**config.mk**
```make
export PLATFORM = sky130hd
export DESIGN_NAME = vector_clkgen
export DESIGN_NICKNAME = d
export VERILOG_FILES = /design/src/rtl/vector_clkgen.sv
export SDC_FILE = /design/constraint.sdc
export NUM_CORES = 1
export LEC_CHECK = 0
export BUFFER_PORTS_ARGS = -buffer_cell sky130_fd_sc_hd__clkbuf_2
export CAP_MARGIN = 15
export CORE_MARGIN = 2
export CORE_UTILIZATION = 45
export DETAILED_ROUTE_END_ITERATION = 16
export HOLD_SLACK_MARGIN = 0.03
export PLACE_DENSITY_LB_ADDON = 0.1
export SYNTH_ARGS = -nofsm -noshare
export SYNTH_HDL_FRONTEND = slang
export SYNTH_SLANG_ARGS = --single-unit
```
**constraint.sdc**
```tcl
create_clock -name clk_sys -period 1.6 [get_ports clk_sys]
set_input_delay 0.08 -clock clk_sys [delete_from_list [all_inputs] [get_ports clk_sys]]
set_output_delay 0.08 -clock clk_sys [all_outputs]
set_load 0.01 [all_outputs]
```
**src/rtl/vector_clkgen.sv**
```systemverilog
// vector_clkgen: Vector-06C bus clock enables, PSG/PIT clocks and CPU wait states on clk_sys; optional CPU pause input via CLKGEN_PAUSE_EN
module vector_clkgen #(
    parameter  int DIV_W      = 7,
    parameter  int BASE_LOG2  = 5,
    parameter  int NUM_SPEEDS = 4,
    parameter  int WAIT_SLOT  = 4,
    parameter  int PSG_INC    = 1195,
    parameter  int PIT_BIT    = 5,
    localparam int SW         = (NUM_SPEEDS > 1) ? $clog2(NUM_SPEEDS) : 1
) (
    input  logic          clk_sys,
    input  logic          reset,
    input  logic [SW-1:0] speed,
    input  logic          wait_en,
    input  logic          cpu_sync,
    input  logic          mreq,
`ifdef CLKGEN_PAUSE_EN
    input  logic          pause,
`endif
    output logic          ce_f1,
    output logic          ce_f2,
    output logic          ce_12mp,
    output logic          ce_12mn,
    output logic          ce_psg,
    output logic          clk_pit,
    output logic          cpu_ready,
    output logic [SW-1:0] speed_q
);
    localparam logic [DIV_W-BASE_LOG2:0] WAIT_V   = WAIT_SLOT[DIV_W-BASE_LOG2:0];
    localparam logic [16:0]              PSG_STEP = {1'b0, PSG_INC[15:0]};

    logic [DIV_W-1:0] div_q, div_d;
    logic [SW-1:0]    speed_d;
    logic [15:0]      psg_acc_q, psg_acc_d;
    logic [16:0]      psg_sum;
    logic [DIV_W-1:0] half_bit, phase_mask;
    logic             run;
    logic             wait_q, wait_d;
    logic             release_hit, assert_hit;
    logic             ce_f1_q, ce_f1_d, ce_f2_q, ce_f2_d;
    logic             ce_12mp_q, ce_12mp_d, ce_12mn_q, ce_12mn_d;
    logic             ce_psg_q, ce_psg_d, clk_pit_q, clk_pit_d;
    logic             cpu_ready_q, cpu_ready_d;

`ifdef CLKGEN_PAUSE_EN
    assign run = ~pause;
`else
    assign run = 1'b1;
`endif

    // Next-state: master divider, frame-aligned speed latch, phase decode, PSG accumulator and wait tracking
    always_comb begin
        div_d       = div_q + DIV_W'(1);
        speed_d     = (&div_q) ? ((int'(speed) < NUM_SPEEDS) ? speed : SW'(NUM_SPEEDS - 1)) : speed_q;
        half_bit    = DIV_W'(1) << (BASE_LOG2 - 1 - int'(speed_q));
        phase_mask  = half_bit | (half_bit - DIV_W'(1));
        ce_f1_d     = run && ((div_q & phase_mask) == '0);
        ce_f2_d     = run && ((div_q & phase_mask) == half_bit);
        ce_12mp_d   = div_q[2:0] == 3'd0;
        ce_12mn_d   = div_q[2:0] == 3'd4;
        psg_sum     = {1'b0, psg_acc_q} + PSG_STEP;
        psg_acc_d   = psg_sum[15:0];
        ce_psg_d    = psg_sum[16];
        clk_pit_d   = div_q[PIT_BIT];
        release_hit = div_q[DIV_W-1:BASE_LOG2-1] == WAIT_V;
        assert_hit  = (div_q[BASE_LOG2-1:2] == '0) && cpu_sync && mreq;
        wait_d      = ((speed_q != '0) || !wait_en || release_hit) ? 1'b0 : (assert_hit ? 1'b1 : wait_q);
        cpu_ready_d = run && !wait_d;
    end

    // State registers; every output is a flop so reset clears them asynchronously
    always_ff @(posedge clk_sys or posedge reset) begin
        if (reset) begin
            div_q       <= '0;
            speed_q     <= '0;
            psg_acc_q   <= '0;
            wait_q      <= 1'b0;
            ce_f1_q     <= 1'b0;
            ce_f2_q     <= 1'b0;
            ce_12mp_q   <= 1'b0;
            ce_12mn_q   <= 1'b0;
            ce_psg_q    <= 1'b0;
            clk_pit_q   <= 1'b0;
            cpu_ready_q <= 1'b1;
        end else begin
            div_q       <= div_d;
            speed_q     <= speed_d;
            psg_acc_q   <= psg_acc_d;
            wait_q      <= wait_d;
            ce_f1_q     <= ce_f1_d;
            ce_f2_q     <= ce_f2_d;
            ce_12mp_q   <= ce_12mp_d;
            ce_12mn_q   <= ce_12mn_d;
            ce_psg_q    <= ce_psg_d;
            clk_pit_q   <= clk_pit_d;
            cpu_ready_q <= cpu_ready_d;
        end
    end

    assign ce_f1     = ce_f1_q;
    assign ce_f2     = ce_f2_q;
    assign ce_12mp   = ce_12mp_q;
    assign ce_12mn   = ce_12mn_q;
    assign ce_psg    = ce_psg_q;
    assign clk_pit   = clk_pit_q;
    assign cpu_ready = cpu_ready_q;
endmodule

```
==> metrics.txt <==
cell-internal power=1.07 mW; vias post-DR=between 900 and 1k; R2R cell count=6; root buffer cell=clkbuf_4; register area=827 um2; Final Cycle Share=91.6%; worst min path class=in2reg; post-layout minimum cycle time=1.47 ns; Final Max Slew Viols=0; dpl hpwl=1770 um; Synth cell types=30; Filler Cell Count=290; Required @ worst endpoint=1.81 ns; clk_skew=0.00306 ns; Die H=60.8 um; commonest non-fill, non-tap cell in the layout=dfrtp_1; WS Path Type=reg2reg; Top Ports=16; combinational share of power=3.8%; maxcap violations=0; die width=60.8 um; critical path peak fanout=4; pre-CTS worst setup slack=0.0285 ns; leakage power=around 0.8 nW; clk sinks=33; CP Launch Type=flop; Placed Cells=187; P_sw=around 0.29 mW; CP endpoint kind=flop; Mapped Avg Cell Area=about 12 um2; power density over cell area=799 nW/um2; IO buf count=15; worst setup path startpoint=psg_acc_q[0]; Die ar.=3700 um2; origin of the critical flop-to-flop path=psg_acc_q[0]; max incr delay on CP=0.38 ns; Rows=20; Post-Syn Instances=126; RSZ-0062 raised after global routing=false; TritonCTS clock tree=done; vias in the first global route=1,001; first-pass GRT wire length=4350 um; initial antenna violation count=0; Worst Slack Setup Final=approximately 0.13 ns; Area growth, synth to finish=17.6%; Clk Latency, worst-skew pair=0.33 ns; share of cells above drive strength 1=20.8%; HP Start=cpu_sync; ys async rst share=100%; clock group share of total power=34.2%; Sw Ratio=between 20% and 30%; Initial DRT Pass Iterations=4; setup violators final=0; R2R Path End=psg_acc_q[12]; total track usage=16.4%; largest net degree at the start of global routing=34; relative slew slack=about 73%; Worst Path Buf+Inv=1; Total Wirelength=2470 um; Seq cells post-synth=33; Setup TNS=0 ns; Non-Filler Instances=between 150 and 200; fmax=0.682 GHz; Core Util, Final=roughly 56%; clk buf depth=2; worst vdd ir=564 uV; Syn Std Cell Area=1450 um2; main flop type after synthesis=dfrtp_1; Arr. time, crit path=between 1.5 and 2 ns; flop2flop setup slack=between 0.1 and 0.15 ns; H-tree depth=2; synth warn=0; EDFF count, synth=0; commonest cells after routing, fill and taps aside=dfrtp_1 (32), clkbuf_2 (15), xnor2_1 (14); Routed Antenna Nets=0; wire per inst=12.5 um; outcome=completed; clk slew on worst S/H paths=roughly 0.09 ns; cell family with most CP delay=compound AO/OA/AOI/OAI gates; area of the multi-input gates=just under 600 um2; Initial Utilization=47.6%; dominant cell type by area after synthesis=dfrtp_1; drc violations=0; cts bufs inserted=5; WHS Endpoint=cpu_ready; Antenna diodes=0; Vias/cell=4.93; core footprint=3050 um2; CP max stage cell=dfrtp_1; Synth top area share=55.1%; nets=between 150 and 200; Sequential Power Share=62.0%; 1st-iter DRT viols=30; post-synthesis sequential area ratio=approximately 57%; gpl congestion=0.769; Worst-Margin Slew=0.405 ns; Final Hold Fails=0; largest cells by area after synthesis=dfrtp_1 (55%), xnor2_1 (8.4%), ha_1 (3.4%); CP Cell Sequence=inv_1 -> ha_1 -> nand2b_4 -> a211oi_4 -> o31ai_1 -> xnor2_1; Hold Path Stages=4; grt total ovfl=0; post-synth net total=137
synthesized netlist by cell type, types with 4 or more instances:
master	n
dfrtp_1	32
xnor2_1	14
inv_1	10
nand2_1	8
a21oi_1	7
nor2_1	7
nand3_1	5
ha_1	4
o211ai_1	4
o21ai_0	4
xor2_1	4
routing by layer:
layer | wire, um | up-vias | global-route usage, % | share of wire [%]
li1 | - | 478 | - | -
met1 | 1030 | 480 | 19.0 | 42
met2 | 1310 | 15 | 27.2 | 53
met3 | 100 | 4 | 5.97 | 4.1
met4 | 29 | 0 | 7.45 | 1.2
met5 | 0 | - | 0 | 0
worst min-delay path: stages:
cell	delay [ns]
clkbuf_2	0.08
nand2_1	0.05
nor4_1	0.04
o2111ai_1	0.21
logic make-up (layout without fill, tap and decap cells):
logic type | count (synthesis) | after routing | share of synthesized area (%)
buf+inv | 12 | 40 | 3.62
simple gates | 32 | 32 | 11.4
mux | 2 | 2 | 2.07
xor+xnor | 18 | 18 | 10.9
fa+ha+maj | 4 | 4 | 3.45
compound gates | 25 | 25 | 11.7
flops | 33 | 33 | 56.9
what timing repair did:
action	CTS	global route
endpoints found under the hold margin	36	0
hold buffers	4	0
setup endpoints to repair	0	4
setup buffers	0	0
resized for setup	0	2
stage by stage:
stage	total power, mW	hold slack [ns]	instance area, um2
6_report	1.36	0.172	1710
5_1_grt	1.42	0.189	1710
4_1_cts	1.38	0.155	1690
3_5_place_dp	0.908	0.172	1600
3_3_place_gp	0.906	0.164	1600
2_1_floorplan	0.886	0.208	1450
how the worst max path moves through the flow:
stage                          endpoint  slack, ns  depth (start not counted)
final                     psg_acc_q[12]       0.13                          6
after global routing      psg_acc_q[10]       0.02                          6
after CTS                 psg_acc_q[12]       0.03                          6
after detailed placement  psg_acc_q[14]       0.03                          6
after global placement    psg_acc_q[14]       0.12                          6
after floorplan           psg_acc_q[12]       0.19                          6
power groups by stage:
stage | Clock [mW] | Sequential, mW | Combinational (mW)
detailed placement | 0 | 0.862 | 0.0457
global placement | 0 | 0.861 | 0.0450
CTS | 0.484 | 0.846 | 0.0534
finish | 0.467 | 0.845 | 0.0519
floorplan | 0 | 0.864 | 0.0224
global route | 0.514 | 0.847 | 0.0598
area by class of cell:
| type | count | area share, % |
|---|---|---|
| well taps | 44 | 3.22 |
| flip-flops and latches | 33 | 48.4 |
| clock buffers | 7 | 3.22 |
| multi-input cells | 81 | 34.4 |
| repair buffers | 23 | 8.50 |
| inverters | 10 | 2.20 |
registers in the layout, indices dropped and copies added (netlist names):
| signal | cells |
|---|---|
| ce_12mn | 1 |
| cpu_ready | 1 |
| wait_q | 1 |
| speed_q | 2 |
| ce_12mp | 1 |
| clk_pit | 1 |
| psg_acc_q | 16 |
| ce_psg | 1 |
| ce_f1 | 1 |
| ce_f2 | 1 |
| div_q | 7 |
(Power assumes the default switching activity.)
